**config.mk**
```make
export PLATFORM = sky130hd
export DESIGN_NAME = keypad_scan
export DESIGN_NICKNAME = d
export VERILOG_FILES = /design/src/rtl/keypad_scan_pkg.sv /design/src/rtl/keypad_scan_sync2.sv /design/src/rtl/keypad_scan.sv
export SDC_FILE = /design/constraint.sdc
export NUM_CORES = 1
export LEC_CHECK = 0
export CORE_MARGIN = 1.5
export CORE_UTILIZATION = 35
export CTS_CLUSTER_DIAMETER = 30
export DETAILED_ROUTE_END_ITERATION = 10
export GPL_TIMING_DRIVEN = 0
export PLACE_DENSITY = 0.6
export SETUP_SLACK_MARGIN = 0.15
export SYNTH_ARGS = -nofsm -noshare
export SYNTH_HDL_FRONTEND = slang
export SYNTH_SLANG_ARGS = --single-unit
export TNS_END_PERCENT = 30
```
**constraint.sdc**
```tcl
create_clock -name clk -period 8.8 [get_ports clk]
set_clock_uncertainty 0.05 [all_clocks]
set_input_delay 0.88 -clock clk [delete_from_list [all_inputs] [get_ports clk]]
set_output_delay 0.88 -clock clk [all_outputs]
set_load 0.02 [all_outputs]
```
**src/rtl/keypad_scan_pkg.sv**
```systemverilog
// Shared keypad matrix dimensions and the (column, row) -> key code mapping.
package keypad_scan_pkg;

  localparam int NUM_COLS = 4;
  localparam int NUM_ROWS = 4;
  localparam int KEY_W    = 4;
  localparam int SNAP_W   = NUM_COLS * NUM_ROWS;

  typedef logic [KEY_W-1:0] key_code_t;

  function automatic key_code_t key_code(input logic [1:0] col_idx, input logic [1:0] row_idx);
    return KEY_W'(int'(col_idx) * NUM_ROWS + int'(row_idx));
  endfunction

endpackage

```
**src/rtl/keypad_scan_sync2.sv**
```systemverilog
// Two-flop synchronizer for the active-low keypad rows; resets to the idle (all-high) level.
module keypad_scan_sync2 #(
  parameter int W = 4
) (
  input  logic         clk,
  input  logic         rst_n,
  input  logic [W-1:0] d,
  output logic [W-1:0] q
);

  logic [W-1:0] meta;

  always_ff @(posedge clk or negedge rst_n) begin
    if (!rst_n) begin
      meta <= '1;
      q    <= '1;
    end else begin
      meta <= d;
      q    <= meta;
    end
  end

endmodule

```
**src/rtl/keypad_scan.sv**
```systemverilog
// 4x4 keypad scanner: column strobing, whole-scan debounce and single/multi key classification.
module keypad_scan
  import keypad_scan_pkg::*;
#(
  parameter int CLK_DIV  = 10000,
  parameter int DEBOUNCE = 4
) (
  input  logic                clk,
  input  logic                rst_n,
  input  logic [NUM_ROWS-1:0] row,
  output logic [NUM_COLS-1:0] col,
  output logic [KEY_W-1:0]    key,
  output logic                key_valid,
  output logic                key_down,
  output logic                multi
);

  localparam int DIV_W = $clog2(CLK_DIV);
  localparam int CNT_W = $clog2(DEBOUNCE);
  localparam logic [DIV_W-1:0] DIV_LAST = DIV_W'(CLK_DIV - 1);
  localparam logic [CNT_W-1:0] CNT_LAST = CNT_W'(DEBOUNCE - 1);

  logic [NUM_ROWS-1:0] row_sync;
  logic [NUM_ROWS-1:0] row_pressed;
  logic [DIV_W-1:0]    div;
  logic [1:0]          col_idx;
  logic [1:0]          idx_next;
  logic [SNAP_W-1:0]   snap;
  logic [SNAP_W-1:0]   prev_snap;
  logic [SNAP_W-1:0]   deb;
  logic [CNT_W-1:0]    stable_cnt;

  logic [SNAP_W-1:0]   snap_new;
  logic [CNT_W-1:0]    cnt_next;
  logic                sample;
  logic                scan_end;
  logic                update;
  logic [4:0]          pop_new;
  logic [KEY_W-1:0]    code_new;

  keypad_scan_sync2 #(.W(NUM_ROWS)) u_sync (
    .clk   (clk),
    .rst_n (rst_n),
    .d     (row),
    .q     (row_sync)
  );

  assign row_pressed = ~row_sync;
  assign sample      = (div == DIV_LAST);
  assign scan_end    = sample && (col_idx == 2'd3);
  assign idx_next    = col_idx + 2'd1;

  // Snapshot as it will look after this cycle's sample, so end-of-scan logic sees column 3.
  always_comb begin
    snap_new = snap;
    if (sample) snap_new[col_idx*NUM_ROWS +: NUM_ROWS] = row_pressed;
  end

  always_comb begin
    cnt_next = '0;
    if (snap_new == prev_snap) cnt_next = (stable_cnt == CNT_LAST) ? stable_cnt : stable_cnt + 1'b1;
  end

  assign update = scan_end && (cnt_next == CNT_LAST) && (snap_new != deb);

  always_comb begin
    pop_new  = '0;
    code_new = '0;
    for (int i = 0; i < SNAP_W; i++) begin
      pop_new = pop_new + 5'(snap_new[i]);
      if (snap_new[i]) code_new = key_code(2'(i / NUM_ROWS), 2'(i % NUM_ROWS));
    end
  end

  always_ff @(posedge clk or negedge rst_n) begin
    if (!rst_n) begin
      div        <= '0;
      col_idx    <= '0;
      col        <= 4'b1110;
      snap       <= '0;
      prev_snap  <= '0;
      stable_cnt <= '0;
      deb        <= '0;
      key        <= '0;
      key_valid  <= 1'b0;
      key_down   <= 1'b0;
      multi      <= 1'b0;
    end else begin
      key_valid <= 1'b0;
      if (sample) begin
        div     <= '0;
        col_idx <= idx_next;
        col     <= ~(NUM_COLS'(1) << idx_next);
        snap    <= snap_new;
        if (scan_end) begin
          prev_snap  <= snap_new;
          stable_cnt <= cnt_next;
        end
        if (update) begin
          deb <= snap_new;
          if (pop_new == 5'd0) begin
            key_down <= 1'b0;
            multi    <= 1'b0;
          end else if (pop_new == 5'd1) begin
            multi <= 1'b0;
            // Only a press out of an all-released state is a new key; anything else is rollover.
            if (deb == '0) begin
              key       <= code_new;
              key_valid <= 1'b1;
              key_down  <= 1'b1;
            end else begin
              key_down <= (code_new == key);
            end
          end else begin
            multi    <= 1'b1;
            key_down <= 1'b0;
          end
        end
      end else begin
        div <= div + 1'b1;
      end
    end
  end

endmodule

```
; ---- After elaboration in Yosys (flattened, before gate mapping)
; Cells that the tools add are included.
[totals]
register_bits = 85
latch_bits = 0
ram_bits = 0
rom_bits = 0
in_bits = 6
output_inout_bits = 11
wordCells = 84
memories = 0
[op_classes]
addsub = 19
mul = 0
div = 0
n_lt_le_gt_ge = 0
n_eq_ne = 8
shifts = 3
n_mux = 30
bitwise_logic = 3
reduce_logical = 8
[ops]
columns = cell, n
row1 = $mux 4, 14
row2 = $add 5x1->5, 11
row3 = $neg 4->34, 1
row4 = $shift 4x34->16 const A, 1
row5 = $shiftx 4x34->16, 1
row6 = $bwmux 16, 1
row7 = $eq 16x16->1, 1
row8 = $logic_not 16->1, 1
row9 = $mux 16, 1
row10 = $ne 16x16->1, 1
row11 = $add 14x1->14 const B, 1
row12 = $eq 14x14->1 const B, 1
row13 = $mux 14, 1
row14 = $mux 1, 11
row15 = $not 4->4, 2
row16 = $eq 2x2->1 const B, 3
row17 = $add 4x1->5, 1
row18 = $eq 5x1->1 const B, 1
row19 = $logic_not 5->1, 1
row20 = $reduce_and 5->1, 1
row21 = $add 2x1->2 const B, 2
row22 = $add 3x1->4, 1
row23 = $eq 4x4->1, 1
row24 = $mux 2, 2
row25 = other kinds (6), 9

; ---- Logic depth before layout (Yosys ltp)
; Gate-level depths: netlist of run 1.
[depth]
word_depth = 24
depth_mapped = 26
ltp_nobuf = 22

; ---- Modules after synthesis
; From an unflattened synthesis of run 1, not the netlist that was laid out.
[unflattened]
cells_unflattened = 474
hier_area_um2 = 4667.0
[modules_own_cells]
columns = mod, n_inst, cells_each, area_each_um2, seq_area_each_um2
row1 = keypad_scan, 1, 466, 4456.8, 1930.6
row2 = keypad_scan_sync2, 1, 8, 210.2, 210.2

; ---- Worst setup path before layout of run 1
; No wires, ideal clock.
[synth_timing]
path_kind = reg-to-reg
start = reg col_idx[0]
end = reg key[2]
setup_time_ns = 0.128
t_arrival_ns = 5.996
required_ns = 8.622
slack_ns = 2.627
stages_incl_launch_ff = 24
path_buffers = 4
period_less_slack_ns = 6.173
path_cell_list = dfrtp_1 clkbuf_1 inv_1 ha_1 clkbuf_1 or4b_2 clkbuf_1 nor2_1 mux2i_1 inv_1 fa_1 inv_1 fa_1 fa_1 fa_1 inv_1 ha_1 fa_1 o21ai_0 nor4b_1 and2_1 and3_1 buf_4 mux2_1
[synth_between]
word_cells_on_any_way = 45
cone_classes = add/sub (16) / eq/ne (5) / shift (2) / mux (16) / bitwise (1) / reduce/logical (5)
[synth_rtl]
columns = element, line
row1 = from (decl), keypad_scan.sv:26  ; logic [1:0] col_idx;
row2 = from (signal assigned), keypad_scan.sv:92  ; col_idx <= idx_next;
row3 = $neg 4->34 (*), keypad_scan.sv:56  ; if (sample) snap_new[col_idx*NUM_ROWS +: NUM_ROWS] = row_pressed;
row4 = $shiftx 4x34->16 or $shift 4x34->16 (tied branches), keypad_scan.sv:56
row5 = $bwmux 16 (*), keypad_scan.sv:56
row6 = $mux 16 (*), keypad_scan.sv:56
row7 = net snap_new[9], keypad_scan.sv:33  ; logic [SNAP_W-1:0] snap_new;
row8 = $add 5x1->5 (7 in a row), keypad_scan.sv:70  ; pop_new = pop_new + 5'(snap_new[i]);
row9 = $logic_not 5->1, keypad_scan.sv:101  ; if (pop_new == 5'd0) begin
row10 = $not 1->1 (no line), n/a
row11 = $reduce_and 5->1 (no line), n/a
row12 = to (signal assigned), keypad_scan.sv:108  ; key <= code_new;
row13 = to (decl), keypad_scan.sv:12  ; output logic [KEY_W-1:0] key,
; Mark *: on every way through the listed nets, which the timed path passes. The rest lies on a longest branch.
; A chain may end at the register's enable or synchronous reset.

; ---- Worst setup path after layout of run 1
[layout_timing]
start = reg col_idx[0]
end = reg key[1]
; The elaborated chain is that of the path after synthesis.

==> flow_summary.ini, run 1 <==
[placement]
dpl_cell_area_mm2 = 0.00516
place_ws_ps = 1760
place.gp.congestion = 0.908
port_buffers = 16
hpwl_um = 8260

[global_route]
grt_remaining_overflow = 0
grt_pass1_vias = 3726
antenna_found_initial = 0
grt_first_pass_wirelength_um = 18700
grt_max_degree = 68
grt_usage_pct = 16.9

[logic_synthesis]
synth_nets = 529
yosysSeqAreaShare_pct = 45.0
netlist_area_mm2 = 0.00476
ys_warn_count = 0
synthSimpleGateAreaFrac_pct = 21.5
synth_fa_ha_area_share_pct = 7.10
async_reset_ff_share_pct = 100
synthCells = 502
ys_ff_latch = 85
synth_area_per_cell_um2 = 9.48
muxShareOfSynthArea_pct = 4.02
synth_edf_count = 0
yosysUniqueCellTypes = 58
synth_top_family_by_area = simple AND/OR/NAND/NOR gates
synth_xor_area_share_pct = 8.29
synth_compound_area_share_pct = 9.00
synthFlopType = dfrtp_1

[setup_path]
cp-endpoint = key[1]
crit_path_frequent_cell = fa_1
path_cells = clkbuf_1, inv_1, ha_1, clkbuf_1, or4b_2, clkbuf_1, nor2_1, mux2i_1, inv_1, fa_1, inv_1, fa_1, fa_1, fa_1, inv_1, ha_1, fa_1, o21ai_0, nor4b_1, and2_1, and3_1, buf_4, mux2_1
r2r_start = col_idx[0]
slowest_stage = or4b_2
end_kind = flop
cp_slowest_stage_delay_ps = 660
cp_max_fo = 10
r2r_end = key[1]
path_class = flop to flop
start_kind = flop
cp-startpoint = col_idx[0]
r2r_setup_slack_ps = 1700
required_ps = 8980
cp.arrival_ps = 7280
r2r_cells = 23

[sta]
slew_headroom_pct = 36.7
finalSetupTns_ps = 0
rsz0062_at_grt = false
min_period_over_period_pct = 80.7
worst_slack_ps = 1700
tightest_slew_ps = 940
drv_slew = 0
fin_crit_ps = 7100
hold_viol_final = 0
setup_violations = 0
max_freq_mhz = 141
hold_slack_ps = 304

[final_layout]
drive_above_1_share_pct = 10.5
stdcell_area_mm2 = 0.00542
multiInputGateArea_mm2 = 0.00237
area_growth_pct = 14.0
nNetsFinal = 557
n_antenna_cell = 0
layout_common_cells = 74 x dfrtp_1, 69 x nand2_1, 48 x nor2_1
mostFrequentLayoutCell = dfrtp_1
seqCellArea_mm2 = 0.00214
fill_cells = 1346

[drt]
vias = 3593
viasPerCell = 5.06
routed_wl_um = 11100
drc = 0
ant_nets = 0
firstDrtPassIters = 4
post_drt_wl_per_cell_um = 15.6
dr.first_iter.drc_count = 211

[floorplan]
die_h_um = 120
start_util_pct = 35.9
die_x_um = 120
die_area_mm2 = 0.0143
ios = 17
num_rows = 42
core_area_mm2 = 0.0132

[power]
p_leak_nw = 2.38
irDropWorstVdd_mv = 0.0769
pwr_density_cell_mw_per_mm2 = 139

[clocking]
cts_tree = done
hold_buffers = 0
root_buffer = clkbuf_16
numCtsBuffers = 9
cts.htree.levels = 3
clock_latency_ps = 350
cts.sinks = 85
postCtsSetupBuffers = 0
clk_path_buf_depth = 2
clkSlewWorstSetupHoldPaths_ps = 60
ctsResizeCount = 0

[outcome]
status = complete, no violations

[min_path]
holdPathStages = 0
hold_class = flop to flop

[job]
maxCapViolCount = 0
-- stage by stage --
stage	instances	total power, mW	util (%)
6_report	710	0.756	40.9
5_1_grt	710	0.780	40.9
4_1_cts	710	0.767	40.9
3_5_place_dp	695	0.418	39.0
3_3_place_gp	694	0.417	38.8
2_1_floorplan	502	0.405	-
-- flip-flops by register name, summed over array words and instances (netlist names) --
signal / flops
key_valid: 1
stable_cnt: 2
div: 14
key: 4
prev_snap: 16
u_sync.q: 4
snap: 16
deb: 16
col: 4
u_sync.meta: 4
multi: 1
key_down: 1
col_idx: 2
-- how the worst min path moves through the flow --
stage                    from           to  slack (ps)
6_report       u_sync.meta[1]  u_sync.q[1]         300
5_1_grt        u_sync.meta[3]  u_sync.q[3]         310
4_1_cts        u_sync.meta[3]  u_sync.q[3]         310
3_5_place_dp   u_sync.meta[1]  u_sync.q[1]         300
3_3_place_gp   u_sync.meta[1]  u_sync.q[1]         300
2_1_floorplan  u_sync.meta[0]  u_sync.q[0]         300
-- cells in the mapped netlist, drive strengths merged (2+ instances only) --
| cell type | number | share of area, % |
|---|---|---|
| a21oi | 24 | 2.5 |
| a221oi | 2 | 0.37 |
| and2 | 4 | 0.53 |
| and3 | 6 | 0.79 |
| buf | 6 | 0.66 |
| clkbuf | 17 | 1.4 |
| dfrtp | 74 | 39 |
| dfstp | 11 | 6.1 |
| fa | 10 | 4.2 |
| ha | 11 | 2.9 |
| inv | 38 | 3.0 |
| mux2 | 9 | 2.1 |
| mux2i | 9 | 1.9 |
| nand2 | 70 | 5.6 |
| nand2b | 2 | 0.26 |
| nand3 | 11 | 1.2 |
| nand4 | 6 | 0.79 |
| nor2 | 48 | 3.8 |
| nor2b | 3 | 0.39 |
| nor3 | 6 | 0.63 |
| nor3b | 2 | 0.32 |
| nor4 | 16 | 3.4 |
| nor4b | 4 | 0.74 |
| o21ai | 35 | 3.8 |
| o22ai | 4 | 0.53 |
| o31ai | 4 | 0.63 |
| or3b | 3 | 0.55 |
| or4 | 4 | 0.63 |
| or4b | 2 | 0.42 |
| xnor2 | 33 | 6.1 |
| xor2 | 12 | 2.2 |
-- routing by layer --
metal | wire (um) | track usage (%) | vias up | share of wire [%]
li1 | - | - | 1750 | -
met1 | 5020 | 21.9 | 1767 | 45
met2 | 5320 | 27.2 | 57 | 48
met3 | 407 | 3.47 | 19 | 3.7
met4 | 305 | 8.11 | 0 | 2.8
met5 | 0 | 0 | - | 0
-- where the power goes --
part	leakage, nW	switching [mW]	internal (mW)
Clock	0.129	0.149	0.197
Combinational	1.12	0.0105	0.00434
Sequential	1.13	0.00156	0.394
Total	2.38	0.161	0.595
-- cell type report --
type | count | area share [%]
Sequential cell | 85 | 39.5
Tap cell | 176 | 4.06
Buffer | 23 | 1.78
Inverter | 39 | 2.70
Timing Repair Buffer | 17 | 3.41
Clock inverter | 2 | 0.185
Clock buffer | 13 | 4.61
Multi-Input combinational cell | 355 | 43.8
-- kinds of logic (layout without fill, tap and decap cells) --
group / after synthesis / count (layout)
muxes: 18 / 18
adders and majority gates: 21 / 21
and+or+nand+nor: 195 / 195
AOI/OAI and AO/OA: 76 / 76
xor gates and xnor gates: 45 / 45
DFF: 85 / 85
buffers and inverters: 62 / 94
-- worst max-delay path, delay by kind of cell, from the launching register on --
kind / cells / cell delay, ps
DFF: 1 / 430
buffers and inverters: 8 / 1480
and+or+nand+nor: 5 / 1630
adders and majority gates: 7 / 2720
muxes: 2 / 510
AOI/OAI and AO/OA: 1 / 160
Note: power is estimated with default switching activity, not from simulation.
==> inputs of run 2 (changes only) <==
- PLACE_DENSITY: 0.6 -> 0.61
- clock period: 8.8 -> 6.15 ns (I/O delays scaled with it)
==> run 2 against run 1 <==
Count of clock-buffer cells in the layout shrank 1. First-iteration DRC count grew 30%. Critical path type unchanged. Sequential power grew 43%. Largest cell class unchanged. Power grew 48%. Largest power group unchanged. Worst setup slack lost 1400 ps. Sequential cell count is the same. Sequential share of layout area shrank 3.4 points. Routed wire length grew 5.3%.
==> flow_summary.ini, run 2 (same netlist as run 1, synthesis figures left out) <==
[outcome]
status = complete, no violations

[final_layout]
top_regs = deb: 16 flops, prev_snap: 16 flops, snap: 16 flops
layout_common_cells = 74 x dfrtp_1, 67 x nand2_1, 47 x nor2_1
n_antenna_cell = 0
area_growth_pct = 24.9
drive_above_1_share_pct = 21.9
mostFrequentLayoutCell = dfrtp_1
instances_no_fill = 746
nNetsFinal = 592
fill_cells = 1261

[placement]
place.gp.congestion = 0.871
hpwl_um = 8070
port_buffers = 16
dp.cells = 695

[clocking]
clkSlewWorstSetupHoldPaths_ps = 70
root_buffer = clkbuf_16
clock_latency_ps = 350
cts.sinks = 85
clk_path_buf_depth = 2
cts.htree.levels = 3
numCtsBuffers = 9
cts_tree = done

[drt]
vias = 3815
firstDrtPassIters = 6
routed_wl_um = 11600
viasPerCell = 5.11
post_drt_wl_per_cell_um = 15.6
ant_nets = 0
dr.first_iter.drc_count = 274
drc = 0

[sta]
slew_headroom_pct = 30.3
min_period_over_period_pct = 95.6
rsz0062_at_grt = true
max_freq_mhz = 170
tightest_slew_ps = 1040
drv_slew = 0
setup_violations = 0
hold_viol_final = 0
fin_crit_ps = 5880

[global_route]
grt_remaining_overflow = 0
antenna_found_initial = 0
grt_usage_pct = 17.4
grt_first_pass_wirelength_um = 19400
grt_max_degree = 64
grt_pass1_vias = 3901

[floorplan]
ios = 17
die_h_um = 120
start_util_pct = 35.9
die_area_mm2 = 0.0143
core_area_mm2 = 0.0132
num_rows = 42
die_x_um = 120

[setup_path]
required_ps = 6340
cp-startpoint = div[7]
path_class = flop to flop
start_kind = flop
end_kind = flop
cp_slowest_stage_delay_ps = 540
slowest_stage = or4bb_1
cp.arrival_ps = 6070
cp_max_fo = 5
r2r_start = div[7]
path_cells = or4bb_1, buf_6, nor4_4, nand2_2, or2_4, o21ai_4, inv_4, fa_1, fa_1, fa_1, fa_1, inv_2, ha_4, fa_2, o21ai_2, nor4b_4, and2_4, and3_4, buf_6, mux2_4
crit_path_frequent_cell = fa_1

[job]
maxCapViolCount = 0

[min_path]
hold_class = primary input to async pin

[power]
power_mw = 1.12
p_leak_nw = 2.67
pwr_density_cell_mw_per_mm2 = 188
irDropWorstVdd_mv = 0.133
run 2: cell count changes in the layout (fill, tap and decap cells not counted), moves of 3 or more:
cell / delta
buf_6: +4
clkbuf_8: +3
inv_1: -7
clkbuf_1: -8
buf_4: +33
inv_4: +5
run 2: what timing repair did:
action,4_1_cts,5_1_grt
pin swaps,12,16
gates resized for setup,38,25
buffers inserted,22,13
setup endpoints to repair,7,5
hold buffers,0,0
run 2: power by group:
part,internal [mW],switching [mW],total (mW)
Combinational,0.00624,0.0155,0.0217
Clock,0.298,0.231,0.529
Sequential,0.564,0.00255,0.567
Total,0.868,0.249,1.12
run 2: stage by stage:
step / hold WS (ps) / setup WS (ps) / setup TNS (ps) / util (%) / instance area, um2
after floorplan: 269 / 180 / 0 / - / 4770
after global placement: 297 / -487 / -1730 / 38.9 / 5150
after detailed placement: 297 / -577 / -2270 / 39.1 / 5180
after CTS: 118 / 152 / 0 / 43.6 / 5770
after global routing: 131 / 13.7 / 0 / 44.9 / 5940
final: 117 / 271 / 0 / 44.9 / 5940
run 2: area by class of cell:
class / count / area, um2 / area share [%]
multi-input combinational: 355 / 2530 / 42.6
sequential: 85 / 2140 / 36.0
timing repair buffer: 52 / 452 / 7.60
clock buffer: 12 / 256 / 4.32
tap: 176 / 220 / 3.71
inverter: 39 / 159 / 2.68
buffer: 23 / 148 / 2.49
clock inverter: 4 / 32.5 / 0.548
run 2: path summary, 6_finish.rpt:
path,to,slack [ps],cells after the start
max reg2reg,key[2],270,20
max in group asynchronous,u_sync.meta[3],5310,2
min in group clk,u_sync.q[0],310,0
min reg2reg,u_sync.q[0],310,0
max,key[2],270,20
min,div[11],120,1
run 2: per-layer routing:
| metal | vias up | wire length [um] | track usage (%) |
|---|---|---|---|
| li1 | 1816 | - | - |
| met1 | 1903 | 5180 | 21.9 |
| met2 | 75 | 5830 | 28.4 |
| met3 | 21 | 366 | 4.47 |
| met4 | 0 | 263 | 7.74 |
| met5 | - | 0 | 0 |
run 2: worst max-delay path: cells and delay by family (launching register included):
family,cells,cell delay [ps]
fa+ha+maj,6,2450
simple gates,7,1870
flops,1,410
buf+inv,4,390
compound gates,2,300
mux,1,290
==> inputs of run 3 (changes only) <==
- SYNTH_HIERARCHICAL: unset -> 1
==> run 3 against run 2 <==
Via count down 5.2%. Routed wire length down 1.7%. First-iteration DRC count down 9.5%. Cell count down 3.8%. Fmax up 0.48%. Non-clock buffer count down 2. Synthesized cell count down 5.6%. Core utilization down 0.56 points. Critical path depth down 1. Power up 2.1%. Global-route usage about the same. Die area down 1.8%. Largest cell class unchanged.
==> flow_summary.ini, run 3 <==
[outcome]
status = complete, no violations

[final_layout]
layout_common_cells = 74 x dfrtp_1, 58 x nand2_1, 49 x o21ai_0
seqCellArea_mm2 = 0.00214
drive_above_1_share_pct = 21.8
fill_cells = 1240
mostFrequentLayoutCell = dfrtp_1
stdcell_area_mm2 = 0.00582
area_growth_pct = 24.7
top_regs = deb: 16 flops, prev_snap: 16 flops, snap: 16 flops
n_antenna_cell = 0
nNetsFinal = 565
multiInputGateArea_mm2 = 0.00243

[clocking]
clk_path_buf_depth = 2
clkSlewWorstSetupHoldPaths_ps = 60
cts_tree = done
numCtsBuffers = 9
root_buffer = clkbuf_16
cts.htree.levels = 3
clock_latency_ps = 340
cts.sinks = 85

[logic_synthesis]
synth.most_common_cell = dfrtp_1
synth_area_per_cell_um2 = 9.85
synth_edf_count = 0
yosysSeqAreaShare_pct = 45.9
synth_top_area_share_pct = 39.7
yosysUniqueCellTypes = 58
synth_nets = 501
netlist_area_mm2 = 0.00467
synth_area_leaders = dfrtp_1 40%, dfstp_2 6.2%, o21ai_0 5.4%
ys_warn_count = 6
synth_common_cells = 74 x dfrtp_1, 59 x nand2_1, 50 x o21ai_0, 37 x inv_1, 32 x nor2_1
synthFlopType = dfrtp_1
async_reset_ff_share_pct = 100
synthCells = 474
yosys.area.top_type = dfrtp_1
ys_ff_latch = 85

[setup_path]
path_cells = or4bb_1, buf_8, nor4_4, buf_6, mux2i_4, inv_2, fa_1, inv_1, fa_1, fa_1, fa_1, inv_1, ha_2, fa_2, o21ai_2, nor4b_4, nand2_2, nor3_4, mux2_4
cp_max_fo = 7
required_ps = 6330
start_kind = flop
crit_path_frequent_cell = fa_1
r2r_start = div[7]
cp_slowest_stage_delay_ps = 570
cpLargestDelayFamily = adder cells
path_class = flop to flop
cp.arrival_ps = 6030
cp-startpoint = div[7]
end_kind = flop
crit_buf_inv = 5
slowest_stage = or4bb_1

[sta]
tightest_slew_ps = 673
setup_violations = 0
rsz0062_at_grt = true
worst_slack_ps = 299
max_freq_mhz = 171
finalSetupTns_ps = 0
hold_viol_final = 0
drv_slew = 0
slew_headroom_pct = 53.9
min_period_over_period_pct = 95.1
fin_crit_ps = 5850

[placement]
port_buffers = 16
dpl_cell_area_mm2 = 0.00508
place_ws_ps = -802
place.gp.congestion = 0.900
hpwl_um = 8040

[global_route]
grt_pass1_vias = 3735
grt_remaining_overflow = 0
grt_first_pass_wirelength_um = 19200
antenna_found_initial = 0
grt_usage_pct = 17.4
grt_max_degree = 48

[drt]
routed_wl_um = 11400
firstDrtPassIters = 4
routed.top_layer = met4
drc = 0
post_drt_wl_per_cell_um = 15.9
viasPerCell = 5.04
ant_nets = 0
met1Wirelength_um = 5050
dr.first_iter.drc_count = 248
wl_met2_um = 5740
dr_wl_met3_um = 432
vias = 3616

[min_path]
hold_class = primary input to async pin

[power]
pwr_density_cell_mw_per_mm2 = 196
p_leak_nw = 2.61
power_mw = 1.14
irDropWorstVdd_mv = 0.123

[job]
maxCapViolCount = 0

[floorplan]
die_area_mm2 = 0.0140
ios = 17
die_x_um = 118
die_h_um = 118
start_util_pct = 35.5
core_area_mm2 = 0.0131
num_rows = 42
## run 3: worst register-to-register path, stage by stage (launching register included)
cell and delay (ps):
dfrtp_1 380, or4bb_1 570, buf_8 180, nor4_4 230, buf_6 180, mux2i_4 270, inv_2 80, fa_1 530
inv_1 60, fa_1 500, fa_1 520, fa_1 490, inv_1 50, ha_2 180, fa_2 370, o21ai_2 140
nor4b_4 240, nand2_2 120, nor3_4 260, mux2_4 330
## run 3: path summary, 6_finish.rpt
kind	to	slack [ps]	cells past startpoint
min in group clk	u_sync/q[3]	300	0
max in group asynchronous	stable_cnt[0]	5250	2
hold / removal	div[0]	190	1
setup reg to reg	key[3]	300	19
hold reg to reg	u_sync/q[3]	300	0
setup / recovery	key[3]	300	19
## run 3: cells by family (layout without fill, tap and decap cells)
group / Yosys count / in the layout / synth area share, %
XOR/XNOR: 42 / 42 / 7.88
AO/OA/AOI/OAI: 76 / 76 / 9.28
AND/OR/NAND/NOR: 167 / 167 / 19.1
buffers and inverters: 59 / 127 / 4.96
adder cells (fa/ha/maj): 21 / 21 / 7.24
multiplexers: 24 / 24 / 5.63
flip-flops: 85 / 85 / 45.9
## run 3: timing repair
action	4_1_cts	5_1_grt
hold buffers	0	0
setup endpoints to repair	7	4
pin swaps	10	10
setup buffers	24	12
resized for setup	38	11
## run 3: cell type report
type                            count  share of cell area, %
Buffer                             20                   2.06
Clock buffer                       12                   4.41
Clock inverter                      3                  0.774
Inverter                           39                   2.56
Multi-Input combinational cell    330                   41.7
Sequential cell                    85                   36.8
Tap cell                          176                   3.78
Timing Repair Buffer               53                   7.89
## run 3: layer usage
metal,track usage [%],vias up
li1,-,1737
met1,22.4,1798
met2,29.4,69
met3,2.80,12
met4,6.48,0
met5,0,-
## run 3: where the power goes
part	leakage [nW]	switching, mW	total (mW)	internal (mW)
clock network	0.141	0.218	0.553	0.335
registers	1.13	0.00155	0.566	0.564
logic	1.33	0.0154	0.0218	0.00639
## run 3: stage by stage
stage               std cells  hold slack (ps)  util (%)
global route              718              231      44.3
floorplan                 474              269         -
detailed placement        667              297      38.7
finish                    718              188      44.3
CTS                       706              204      43.5
global placement          666              296      38.5
